### src/rtl/sine_pkg.sv
// rtl/sine_pkg.sv - shared types, sizing helpers and quarter-wave ROM contents
package sine_pkg;

  typedef enum logic [1:0] {
    S_IDLE,
    S_RUN,
    S_DRAIN,
    S_DONE
  } state_t;

  function automatic int clog2(input int n);
    int r;
    r = 0;
    while ((1 << r) < n) r++;
    return r;
  endfunction

  // Peak magnitude of a signed sample
  function automatic int amplitude(input int dw);
    return (1 << (dw - 1)) - 1;
  endfunction

  // Midscale code added to turn a signed sample into offset binary
  function automatic int offset(input int dw);
    return 1 << (dw - 1);
  endfunction

  // round(A*sin(2*pi*k/2^aw)) for k in the first quadrant, via a Taylor series
  function automatic int quarter_sine(input int k, input int aw, input int dw);
    real x;
    real term;
    real acc;
    x    = 2.0 * 3.141592653589793 * real'(k) / real'(1 << aw);
    term = x;
    acc  = x;
    for (int n = 1; n < 12; n++) begin
      term = -term * x * x / real'((2 * n) * (2 * n + 1));
      acc  = acc + term;
    end
    return $rtoi(real'(amplitude(dw)) * acc + 0.5);
  endfunction

endpackage

### src/rtl/sine_quarter_lut.sv
// rtl/sine_quarter_lut.sv - quarter-wave sine ROM with quadrant folding, 1-cycle latency
module sine_quarter_lut
  import sine_pkg::*;
#(
  parameter int LUT_AW     = 10,
  parameter int DATA_W     = 12,
  parameter int SIGNED_OUT = 0
) (
  input  logic              clk,
  input  logic              rst,
  input  logic [LUT_AW-1:0] idx,
  output logic [DATA_W-1:0] sample
);

  localparam int QW = LUT_AW - 2;
  localparam int QN = 1 << QW;

  logic [DATA_W-2:0] rom [QN];

  for (genvar k = 0; k < QN; k++) begin : g_rom
    assign rom[k] = (DATA_W-1)'(quarter_sine(k, LUT_AW, DATA_W));
  end

  logic [1:0]        quad;
  logic [QW-1:0]     off;
  logic [QW-1:0]     addr;
  logic              peak;
  logic [DATA_W-1:0] mag;
  logic [DATA_W-1:0] folded;

  // Fold the full-wave index onto the quarter ROM; the exact crest of quadrants 1/3
  // lies one entry beyond the table and is supplied as the amplitude constant.
  always_comb begin
    quad   = idx[LUT_AW-1:LUT_AW-2];
    off    = idx[QW-1:0];
    addr   = quad[0] ? (QW'(0) - off) : off;
    peak   = quad[0] && (off == '0);
    mag    = peak ? DATA_W'(amplitude(DATA_W)) : {1'b0, rom[addr]};
    folded = quad[1] ? (DATA_W'(0) - mag) : mag;
    if (SIGNED_OUT == 0) folded = folded + DATA_W'(offset(DATA_W));
  end

  // Registered read stage
  always_ff @(posedge clk or negedge rst) begin
    if (!rst) sample <= '0;
    else      sample <= folded;
  end

endmodule

### src/rtl/sine_sum_multi.sv
// rtl/sine_sum_multi.sv - N-channel DDS summer sharing one time-multiplexed sine LUT
module sine_sum_multi
  import sine_pkg::*;
#(
  parameter int NUM_CH     = 2,
  parameter int PHASE_W    = 12,
  parameter int LUT_AW     = 10,
  parameter int DATA_W     = 12,
  parameter int SIGNED_OUT = 0,
  localparam int SUM_W     = DATA_W + ((clog2(NUM_CH) > 0) ? clog2(NUM_CH) : 1)
) (
  input  logic                      clk,
  input  logic                      rst,
  input  logic                      sample_en,
  input  logic [NUM_CH*PHASE_W-1:0] delta,
  input  logic [NUM_CH-1:0]         ch_en,
  input  logic                      ovr_clr,
  output logic [SUM_W-1:0]          sind_sum,
  output logic                      sum_valid,
  output logic                      busy,
  output logic                      overrun
);

  localparam int CH_W = (clog2(NUM_CH) > 0) ? clog2(NUM_CH) : 1;

  state_t             state;
  logic [CH_W-1:0]    ch;
  logic [PHASE_W-1:0] phase     [NUM_CH];
  logic [PHASE_W-1:0] delta_lat [NUM_CH];
  logic [NUM_CH-1:0]  en_lat;
  logic [SUM_W-1:0]   acc;
  logic               rd_pend;
  logic               rd_on;
  logic [LUT_AW-1:0]  lut_idx;
  logic [DATA_W-1:0]  lut_sample;
  logic [SUM_W-1:0]   sample_ext;

  // LUT address from the current channel's pre-increment phase; sample widened for the sum
  always_comb begin
    lut_idx    = phase[ch][PHASE_W-1 -: LUT_AW];
    sample_ext = (SIGNED_OUT != 0)
               ? {{(SUM_W-DATA_W){lut_sample[DATA_W-1]}}, lut_sample}
               : {{(SUM_W-DATA_W){1'b0}}, lut_sample};
  end

  sine_quarter_lut #(
    .LUT_AW    (LUT_AW),
    .DATA_W    (DATA_W),
    .SIGNED_OUT(SIGNED_OUT)
  ) u_lut (
    .clk   (clk),
    .rst   (rst),
    .idx   (lut_idx),
    .sample(lut_sample)
  );

  // Round sequencer: latch, issue one channel per cycle, drain the LUT, publish the sum
  always_ff @(posedge clk or negedge rst) begin
    if (!rst) begin
      state     <= S_IDLE;
      ch        <= '0;
      en_lat    <= '0;
      acc       <= '0;
      rd_pend   <= 1'b0;
      rd_on     <= 1'b0;
      sind_sum  <= '0;
      sum_valid <= 1'b0;
      busy      <= 1'b0;
      overrun   <= 1'b0;
      for (int i = 0; i < NUM_CH; i++) begin
        phase[i]     <= '0;
        delta_lat[i] <= '0;
      end
    end else begin
      sum_valid <= 1'b0;
      // A read issued in RUN lands one cycle later and is folded into acc then
      rd_pend   <= (state == S_RUN);
      rd_on     <= en_lat[ch];
      if (rd_pend && rd_on) acc <= acc + sample_ext;
      if (sample_en && busy) overrun <= 1'b1;
      else if (ovr_clr)      overrun <= 1'b0;
      case (state)
        S_IDLE: begin
          if (sample_en) begin
            for (int i = 0; i < NUM_CH; i++) delta_lat[i] <= delta[i*PHASE_W +: PHASE_W];
            en_lat <= ch_en;
            acc    <= '0;
            ch     <= '0;
            busy   <= 1'b1;
            state  <= S_RUN;
          end
        end
        S_RUN: begin
          if (en_lat[ch]) phase[ch] <= phase[ch] + delta_lat[ch];
          if (ch == CH_W'(NUM_CH - 1)) state <= S_DRAIN;
          else                         ch    <= ch + 1'b1;
        end
        S_DRAIN: state <= S_DONE;
        S_DONE: begin
          sind_sum  <= acc;
          sum_valid <= 1'b1;
          busy      <= 1'b0;
          state     <= S_IDLE;
        end
        default: state <= S_IDLE;
      endcase
    end
  end

endmodule

### config.mk
export PLATFORM = sky130hd
export DESIGN_NAME = sine_sum_multi
export DESIGN_NICKNAME = d
export VERILOG_FILES = /design/src/rtl/sine_pkg.sv /design/src/rtl/sine_quarter_lut.sv /design/src/rtl/sine_sum_multi.sv
export SDC_FILE = /design/constraint.sdc
export NUM_CORES = 1
export LEC_CHECK = 0
export ABC_AREA = 1
export CORE_MARGIN = 4
export CORE_UTILIZATION = 45
export CTS_CLUSTER_DIAMETER = 150
export DETAILED_ROUTE_END_ITERATION = 6
export HOLD_SLACK_MARGIN = 0.1
export PLACE_DENSITY_LB_ADDON = 0.1
export SLEW_MARGIN = 10
export SYNTH_ARGS = -nofsm -noshare
export SYNTH_HDL_FRONTEND = slang
export SYNTH_SLANG_ARGS = --single-unit
### constraint.sdc
create_clock -name clk -period 7.4 [get_ports clk]
set_input_delay 2.22 -clock clk [delete_from_list [all_inputs] [get_ports clk]]
set_output_delay 2.22 -clock clk [all_outputs]
set_load 0.02 [all_outputs]
Yosys cells after proc, flatten, opt, wreduce, memory -nomap -nowiden:

Memories as Yosys holds them, arrays and structs flattened.
Index checks and enable logic that the tools add are counted.

* bits of input ports: 30
* output and inout bits: 16
* logic and storage cells: 77
* memories kept: 1
* memory bits (read-only): 2816
* bits in registers: 96

Memory list
* (no name shown): words 256, bits a word 11, read ports 1, clocked after Yosys merged registers in 0, write ports 0, RTL line sine_quarter_lut.sv:38 `mag = peak ? DATA_W'(amplitude(DATA_W)) : {1'b0, rom[addr]};`

* reduce and logical (&&, ||, !) cells: 14
* add/sub/neg operators: 6
* magnitude comparators: 4
* multiplexer cells: 30
* equal/unequal tests: 5
* bitwise logic cells: 2

Operators with widths (number)
* 2-to-1 mux 12 bit: 8
* 2-to-1 mux 13 bit: 3
* 2-to-1 mux 11 bit: 3
* bitwise mux 24 bit: 1
* adder 13 x 12 -> 13 bit: 1
* adder 12 bit: 1
* adder 12 bit, second input constant: 1
* demux 12 bit (select 1 bit): 1
* subtractor 1 x 12 -> 12 bit, first input constant: 1
* AND reduction 2 bit: 5
* greater-or-equal comparator 9 bit, second input constant: 1
* inverter 8 -> 9 bit: 1
* zero test 8 bit: 1
* 2-to-1 mux 1 bit: 8
* 2-to-1 mux 8 bit: 1
* one-hot mux 2 bit (4 select lines): 1
* subtractor 1 x 8 -> 8 bit, first input constant: 1
* nonzero test 2 bit: 3
* equality test 2 bit, second input constant: 2
* logical AND 1 bit: 4
* 2-to-1 mux 2 bit: 2
* != test 2 bit, second input constant: 2
* one-hot mux 1 bit (2 select lines): 2
* equality test 2 x 1 -> 1 bit, second input constant: 1
* 6 further kinds: 6

Logic depth before layout (Yosys ltp):

Gate-level depths: netlist of the first run.

* word-level depth: 14
* gate-level depth with buffers: 30
* gate-level depth less buffers: 29

Hierarchy:

Synthesis of the first run repeated with hierarchy kept, for this count alone.

* cells, all modules: 1413
* area, all modules: 8637.0 um^2

Modules (own cells, without submodules)
* sine_sum_multi: cells each 676, instances 1, seq. area each 2102.0 um^2, area an instance 4852.2 um^2
* sine_quarter_lut: cells each 737, instances 1, seq. area each 300.3 um^2, area an instance 3784.9 um^2

Worst setup path after synthesis of the first run:

Ideal clock, no wire load.

* path type: flip-flop to flip-flop
* start: register ch
* end: register phase[22] in the netlist's numbering
* clock period less this slack: 3111 ps
* cell stages (with the launch flop): 21
* arrival: 2977 ps
* setup time: 134 ps
* buffers on the path: 4
* setup slack: 4289 ps
* required time: 7266 ps
* cell sequence: dfrtp_1 > buf_6 > buf_6 > clkbuf_1 > buf_1 > nand2_1 > nand2_1 > ha_1 > inv_1 > fa_1 > o21ai_0 > nand2_1 > nand2_1 > a21oi_1 > inv_1 > a21oi_1 > o21bai_1 > a21o_1 > a21oi_1 > xor2_1 > o21ai_0

* longest elaborated chain between the ends: 6
* elaborated cells on any way between the ends: 17
* those cells by class: add/sub (1); order compare (2); mux (11); bitwise (1); reduce/logical (2)

Ends and longest elaborated chain
* start, declared: RTL line sine_sum_multi.sv:27 `logic [CH_W-1:0] ch;`
* start signal, assigned: RTL line sine_sum_multi.sv:96 `else ch <= ch + 1'b1;`
* inverter 1 -> 2 bit (implied by the code): RTL line sine_sum_multi.sv:94 `if (en_lat[ch]) phase[ch] <= phase[ch] + delta_lat[ch];`
* 2-to-1 mux 12 bit (implied by the code), or another cell as far along: RTL line sine_sum_multi.sv:94
* 2-to-1 mux 12 bit (implied by the code) or logical AND 1 bit (tied branches): RTL line sine_sum_multi.sv:94
* 2-to-1 mux 12 bit (implied by the code): RTL line sine_sum_multi.sv:94
* adder 12 bit or demux 12 bit (select 1 bit) (tied branches): RTL line sine_sum_multi.sv:94
* bitwise mux 24 bit: RTL line sine_sum_multi.sv:94
* end signal, assigned by index: RTL line sine_sum_multi.sv:94
* end, declared: RTL line sine_sum_multi.sv:28 `logic [PHASE_W-1:0] phase [NUM_CH];`

Several ways; a longest one is shown, not always the timed one. The select of a mux whose other input is x is not followed.
A chain may end at the register's enable or synchronous reset.

Final worst setup path of the first run:

* start: register ch
* end: register u_lut.sample[10]

* longest elaborated chain between the ends: 14
* elaborated cells on any way between the ends: 16
* those cells by class: add/sub (3); mux (8); bitwise (2); reduce/logical (2); memory (1)

Ends and longest elaborated chain
* inverter 1 -> 2 bit (implied by the code) (*): RTL line sine_sum_multi.sv:40 `lut_idx = phase[ch][PHASE_W-1 -: LUT_AW];`
* 2-to-1 mux 12 bit (implied by the code) (*) (3 in a row): RTL line sine_sum_multi.sv:40
* subtractor 1 x 8 -> 8 bit: RTL line sine_quarter_lut.sv:36 `addr = quad[0] ? (QW'(0) - off) : off;`
* 2-to-1 mux 8 bit: RTL line sine_quarter_lut.sv:36
* inverter 8 -> 9 bit (implied by the code): RTL line sine_quarter_lut.sv:38
* memory read (256 x 11 bit)
* 2-to-1 mux 11 bit (implied by the code) (2 in a row): RTL line sine_quarter_lut.sv:38
* 2-to-1 mux 11 bit: RTL line sine_quarter_lut.sv:38
* subtractor 1 x 12 -> 12 bit: RTL line sine_quarter_lut.sv:39 `folded = quad[1] ? (DATA_W'(0) - mag) : mag;`
* 2-to-1 mux 12 bit (*): RTL line sine_quarter_lut.sv:39
* adder 12 bit (*): RTL line sine_quarter_lut.sv:40 `if (SIGNED_OUT == 0) folded = folded + DATA_W'(offset(DATA_W));`
* via u_lut.folded[10]: RTL line sine_quarter_lut.sv:29 `logic [DATA_W-1:0] folded;`
* end signal, assigned: RTL line sine_quarter_lut.sv:46 `else sample <= folded;`
* end, declared: RTL line sine_quarter_lut.sv:12 `output logic [DATA_W-1:0] sample`

Mark *: on every way through the listed nets, which the timed path passes. The rest lies on a longest branch. The select of a mux whose other input is x is not followed.

==> results.json, run 1 <==
{
  "timing.critical_path.from_type": "flop",
  "yosys.area_share.adder_pct": 7.10,
  "largest_family_of_logic_cells_by_synthesized_area": "simple AND/OR/NAND/NOR gates",
  "gp_congestion": 0.972,
  "maxCapViolCount": 0,
  "synth.lib_cells_used.distinct": 44,
  "slowest_delay_ns": 0.62,
  "setup_slack_on_the_worst_flop_to_flop_path_ns": 2.77,
  "worst_path_max_delay_cell": "nand2_4",
  "synth_top_cell_by_area": "dfrtp_1",
  "ys_top_cells_by_area": "dfrtp_1 (29%), nand2_1 (25%), nand3_1 (8.5%)",
  "synth.top_cells.by_count": "nand2_1 (552), nand3_1 (138), dfrtp_1 (96)",
  "place.detailed.hpwl_um": 16500,
  "pin_count": 46,
  "crit_fanout": 58,
  "synth_most_common_cell": "nand2_1",
  "holdBufCountCts": 0,
  "ys_async_sr_fraction_pct": 100,
  "setup_total_negative_slack_ns": 0,
  "timing.critical_path.max_delay_family": "simple AND/OR/NAND/NOR gates",
  "worst_ep_required_time_ns": 7.63,
  "timing.clock.skew_ns": 0.0120,
  "worstSetupEndpointType": "flop",
  "antenna_found_initial": 0,
  "reg2regPathDepth": 25,
  "ys_dominant_reg_cell": "dfrtp_1",
  "areaGrowthSynthToFinish_pct": 8.46,
  "tightest_slew_ns": 0.877,
  "slew_headroom_pct": 41.5,
  "core_area_mm2": 0.0175,
  "grt-ovfl-total": 0,
  "netlist.area_leader.share_pct": 29.5,
  "layout_min_cycle_time_ns": 4.63,
  "drt-pass1-iter-count": 6,
  "mappedNetlistNets": 1346,
  "postcts_resize_cnt": 0,
  "wl_per_cell_um": 15.2,
  "hold_viol": 0,
  "grt_pass1_wl_um": 38100,
  "critical_path.n_buffers_inverters": 5,
  "hold_path_end": "sind_sum[1]$_DFFE_PN0P_",
  "clkLatencyLatePin_ns": 0.35,
  "detail_route.drc_violations": 0,
  "fin_crit_sh_pct": 62.5,
  "outcome": "complete, no violations",
  "critical_register_to_register_path_endpoint": "u_lut.sample[10]$_DFF_PN0_",
  "initial_core_util_pct": 46.5,
  "worst_hold_depth": 2,
  "final_antenna_net_count": 0,
  "post_cts_buffers": 0,
  "setup_viol": 0,
  "routed_wirelength_um": 22900,
  "r2r-start": "ch$_DFFE_PN0P_",
  "drt_iter0_markers": 977,
  "min-delay-start": "sind_sum[1]$_DFFE_PN0P_",
  "ys_seq_area_share_pct": 29.5,
  "tritoncts.num_buffers": 9,
  "yosys_register_bits": 96,
  "filler_cell_count": 1822,
  "timing_max_transition_violations_final": 0,
  "worstSetupPathType": "reg -> reg",
  "clock_tree.buffer_depth": 2,
  "achievable-frequency_ghz": 0.216,
  "rsz_0062_raised_after_global_routing": "false",
  "worst_ep_arrival_time_ns": 4.86,
  "synth_area_per_cell_um2": 6.41,
  "syn-cell-area_mm2": 0.00815,
  "yosys_warnings": 0,
  "groute.usage.overall_pct": 22.9,
  "clock-root-buffer": "clkbuf_16",
  "synth_compound_area_share_pct": 9.15,
  "drive_above_1_share_pct": 6.09,
  "chipHeight_um": 143,
  "h_tree_lvls": 3,
  "fp-row-count": 48,
  "number_of_enable_flip_flop_cells_after_synthesis": 0,
  "floorplan.die.width_um": 143,
  "grt_start_max_net_pins": 72,
  "synth_cells": 1271,
  "cts_tree": "yes",
  "yosys-mux-area-fraction_pct": 0,
  "finalCoreUtilization_pct": 50.4,
  "clock_tree_sinks": 96,
  "synth_xor_xnor_area_share_pct": 2.26,
  "clk_pin_slew_ns": 0.07,
  "layout.nets": 1351,
  "route.detailed.vias_per_inst": 5.33,
  "numPortBuffers": 45,
  "post_synth_and_or_nand_nor_area_fraction_pct": 42.6,
  "antenna-diode-count": 0,
  "hold_path.class": "reg -> reg",
  "vias": 8033,
  "first_global_vias": 7509,
  "floorplan.die_area_mm2": 0.0203,
  "worst_path_most_repeated_cell": "nand2_1"
}
-- cell families after synthesis --
kind of cell             count (synthesis)
XOR/XNOR                                21
AND/OR/NAND/NOR                        813
buffers and inverters                  158
adder cells (fa/ha/maj)                 45
flip-flops                              96
AO/OA/AOI/OAI                          138
-- worst reg2reg max path: cells and delay by family (launching register included) --
| family | cells | cell delay [ns] |
|---|---|---|
| AND/OR/NAND/NOR | 19 | 2.66 |
| adder cells (fa/ha/maj) | 1 | 0.20 |
| buffers and inverters | 5 | 1.07 |
| flip-flops | 1 | 0.57 |
-- area by class of cell --
class / instances / area, um^2 / area share (%)
Clock buffer: 9 / 225 / 2.55
Timing Repair Buffer: 49 / 478 / 5.41
Multi-Input combinational cell: 1017 / 4980 / 56.3
Inverter: 103 / 394 / 4.46
Clock inverter: 7 / 76.3 / 0.864
Sequential cell: 96 / 2400 / 27.2
Tap cell: 225 / 282 / 3.19
-- worst max path at each step --
stage / from / endpoint / slack, ns / cells after the start
floorplan: ch$_DFFE_PN0P_ / phase[22]$_DFFE_PN0P_ / 4.29 / 20
global placement: ch$_DFFE_PN0P_ / u_lut.sample[8]$_DFF_PN0_ / 2.97 / 26
detailed placement: ch$_DFFE_PN0P_ / u_lut.sample[6]$_DFF_PN0_ / 2.86 / 25
CTS: ch$_DFFE_PN0P_ / u_lut.sample[6]$_DFF_PN0_ / 2.85 / 25
global route: ch$_DFFE_PN0P_ / u_lut.sample[8]$_DFF_PN0_ / 2.32 / 25
finish: ch$_DFFE_PN0P_ / u_lut.sample[10]$_DFF_PN0_ / 2.77 / 25
-- state kept, by name, summed over array words and instances, names as in the netlist --
name / flops
phase: 24
state: 2
rd_on: 1
sind_sum: 13
sum_valid: 1
en_lat: 2
u_lut.sample: 12
overrun: 1
delta_lat: 24
acc: 13
ch: 1
busy: 1
rd_pend: 1
-- placed cells by master (no fill, tap or decap), types with 2 or more instances in the layout --
cell type	count
nand3b_1	3
nor2_1	56
nor2_2	4
nand2_4	6
dfrtp_1	96
a21o_1	2
inv_1	92
xor2_1	12
nand2_1	551
nand3_1	138
o21ai_0	65
clkbuf_16	9
buf_4	5
inv_6	4
clkinvlp_4	2
xnor2_1	9
nand4_1	14
or2_2	3
inv_2	9
clkdlybuf4s50_1	44
o21ai_1	12
nand2_2	18
nor3_1	5
o21bai_1	2
a21oi_1	44
o211ai_1	6
ha_1	43
fa_1	2
o21ai_2	3
nand3_2	7
-- metrics by stage --
step	area (um^2)	hold WS [ns]	setup WS, ns	instances
after floorplan	8150	0.441	4.29	1271
after global placement	8530	0.453	2.97	1490
after detailed placement	8530	0.459	2.86	1490
after CTS	8840	0.475	2.85	1506
after global routing	8840	0.486	2.32	1506
final	8840	0.468	2.77	1506
-- routing by layer --
metal,global-route usage [%],up-vias,wire length [um]
met5,0,-,0
met1,34.0,3526,10800
met4,8.80,0,736
met2,33.6,376,9610
li1,-,4066,-
met3,3.19,65,1760
Power of run 1 is left out: the tool's default activity adds up to more than one toggle a clock period on the data nets, which glitch-free logic cannot reach.
==> inputs of run 2 (changes only) <==
==> constraint.sdc (replaced) <==
create_clock -name clk -period 4.85 [get_ports clk]
set_input_delay 1.455 -clock clk [delete_from_list [all_inputs] [get_ports clk]]
set_output_delay 1.455 -clock clk [all_outputs]
set_load 0.02 [all_outputs]
==> results.json, run 2 (same netlist as run 1, synthesis figures left out) <==
{
  "timing.clock.skew_ns": 0.0162,
  "mostFrequentLayoutCells": "nand2_1 (551), nand3_1 (138), dfrtp_1 (96)",
  "vias": 8181,
  "chipHeight_um": 143,
  "slew_headroom_pct": 53.4,
  "crit_fanout": 27,
  "worst_ep_arrival_time_ns": 4.46,
  "worstSetupEndpointType": "flop",
  "antenna_found_initial": 0,
  "fin_crit_sh_pct": 87.1,
  "clkLatencyLatePin_ns": 0.36,
  "grt_start_max_net_pins": 56,
  "setup_slack_on_the_worst_flop_to_flop_path_ns": 0.62,
  "holdBufCountCts": 0,
  "top_regs": "delta_lat (24), phase (24)",
  "groute.usage.overall_pct": 24.1,
  "most_common_cell_after_layout_fill_and_taps_aside": "nand2_1",
  "clk_pin_slew_ns": 0.08,
  "wl_per_cell_um": 16.0,
  "first_global_vias": 7604,
  "clock-root-buffer": "clkbuf_16",
  "hold_path.class": "reg -> reg",
  "placedInstanceArea_mm2": 0.00860,
  "drt_iter0_markers": 668,
  "tritoncts.num_buffers": 9,
  "layout_min_cycle_time_ns": 4.23,
  "areaGrowthSynthToFinish_pct": 9.32,
  "final_antenna_net_count": 0,
  "fp-row-count": 48,
  "worst_ep_required_time_ns": 5.09,
  "setup_total_negative_slack_ns": 0,
  "floorplan.die.width_um": 143,
  "filler_cell_count": 1795,
  "layout.cell_area.non_filler_mm2": 0.00891,
  "worstSetupPathType": "reg -> reg",
  "numPortBuffers": 45,
  "postLayoutSetupSlackWorst_ns": 0.624,
  "cts_tree": "yes",
  "grt-ovfl-total": 0,
  "hold_viol": 0,
  "detail_route.drc_violations": 0,
  "timing.critical_path.from_type": "flop",
  "postcts_resize_cnt": 0,
  "maxCapViolCount": 0,
  "place.detailed.hpwl_um": 17700,
  "clock_tree.buffer_depth": 2,
  "grt_pass1_wl_um": 39600,
  "initial_core_util_pct": 46.5,
  "h_tree_lvls": 3,
  "route.detailed.vias_per_inst": 5.41,
  "rsz_0062_raised_after_global_routing": "false",
  "antenna-diode-count": 0,
  "tightest_slew_ns": 0.699,
  "drt-pass1-iter-count": 6,
  "gp_congestion": 0.962,
  "setup_viol": 0,
  "pin_count": 46,
  "post_cts_buffers": 0,
  "clock_tree_sinks": 96,
  "drive_above_1_share_pct": 6.60,
  "outcome": "complete, no violations",
  "floorplan.die_area_mm2": 0.0203,
  "timing_max_transition_violations_final": 0,
  "core_area_mm2": 0.0175,
  "layout.nets": 1358,
  "routed_wirelength_um": 24200,
  "place_ws_ns": 0.684,
  "achievable-frequency_ghz": 0.237
}
[run 2: cell count changes in the layout (fill, tap and decap cells not counted)]
cell / delta
buf_12: +1
buf_4: +6
bufinv_16: -1
clkinv_2: -1
clkinv_4: +1
clkinv_8: +2
clkinvlp_4: -2
inv_6: -1
inv_8: +2
[run 2: worst max-delay path, cell delays in order, from the launching register on]
cell     delay, ns
dfrtp_1       0.72
inv_6         0.20
nand2_2       0.13
nand2_4       0.13
ha_1          0.34
inv_1         0.06
nand2_1       0.05
nand2_1       0.29
ha_1          0.28
inv_1         0.08
nand2_1       0.25
nand2_1       0.13
nand2_1       0.11
nand3_1       0.07
nand3_1       0.12
nand3_1       0.10
inv_1         0.07
nor2_1        0.04
nor2_1        0.17
ha_1          0.20
inv_1         0.04
nor2_1        0.09
nand2_1       0.07
nand2_2       0.13
xor2_1        0.16
inv_1         0.05
[run 2: path summary, 6_finish.rpt]
check | end | cells after the start | from
max | u_lut.sample[4]$_DFF_PN0_ | 25 | ch$_DFFE_PN0P_
min | sind_sum[12]$_DFFE_PN0P_ | 2 | sind_sum[12]$_DFFE_PN0P_
max reg2reg | u_lut.sample[4]$_DFF_PN0_ | 25 | ch$_DFFE_PN0P_
min reg2reg | sind_sum[12]$_DFFE_PN0P_ | 2 | sind_sum[12]$_DFFE_PN0P_
max in group asynchronous | sind_sum[5]$_DFFE_PN0P_ | 2 | rst
min in group asynchronous | delta_lat[17]$_DFFE_PN0P_ | 1 | rst
[run 2: final cells by class]
| type | count | area [um^2] | area share, % |
|---|---|---|---|
| multi-input combinational | 1017 | 4980 | 55.9 |
| tap | 225 | 282 | 3.16 |
| clock inverter | 7 | 81.3 | 0.913 |
| sequential | 96 | 2400 | 27.0 |
| inverter | 103 | 394 | 4.43 |
| timing repair buffer | 56 | 543 | 6.10 |
| clock buffer | 9 | 225 | 2.53 |
[run 2: metal layers]
metal,track usage [%],up-vias,wire [um]
met5,0,-,0
met3,5.11,50,1950
li1,-,4077,-
met2,35.6,376,10200
met4,8.10,0,697
met1,35.0,3678,11400
[run 2: stage by stage]
| stage | instances | hold slack [ns] | util [%] |
|---|---|---|---|
| after floorplan | 1271 | 0.441 | - |
| after global placement | 1497 | 0.454 | 49.0 |
| after detailed placement | 1497 | 0.457 | 49.0 |
| after CTS | 1513 | 0.474 | 50.8 |
| after global routing | 1513 | 0.496 | 50.8 |
| final | 1513 | 0.469 | 50.8 |
Power of run 2 is left out for the same reason.
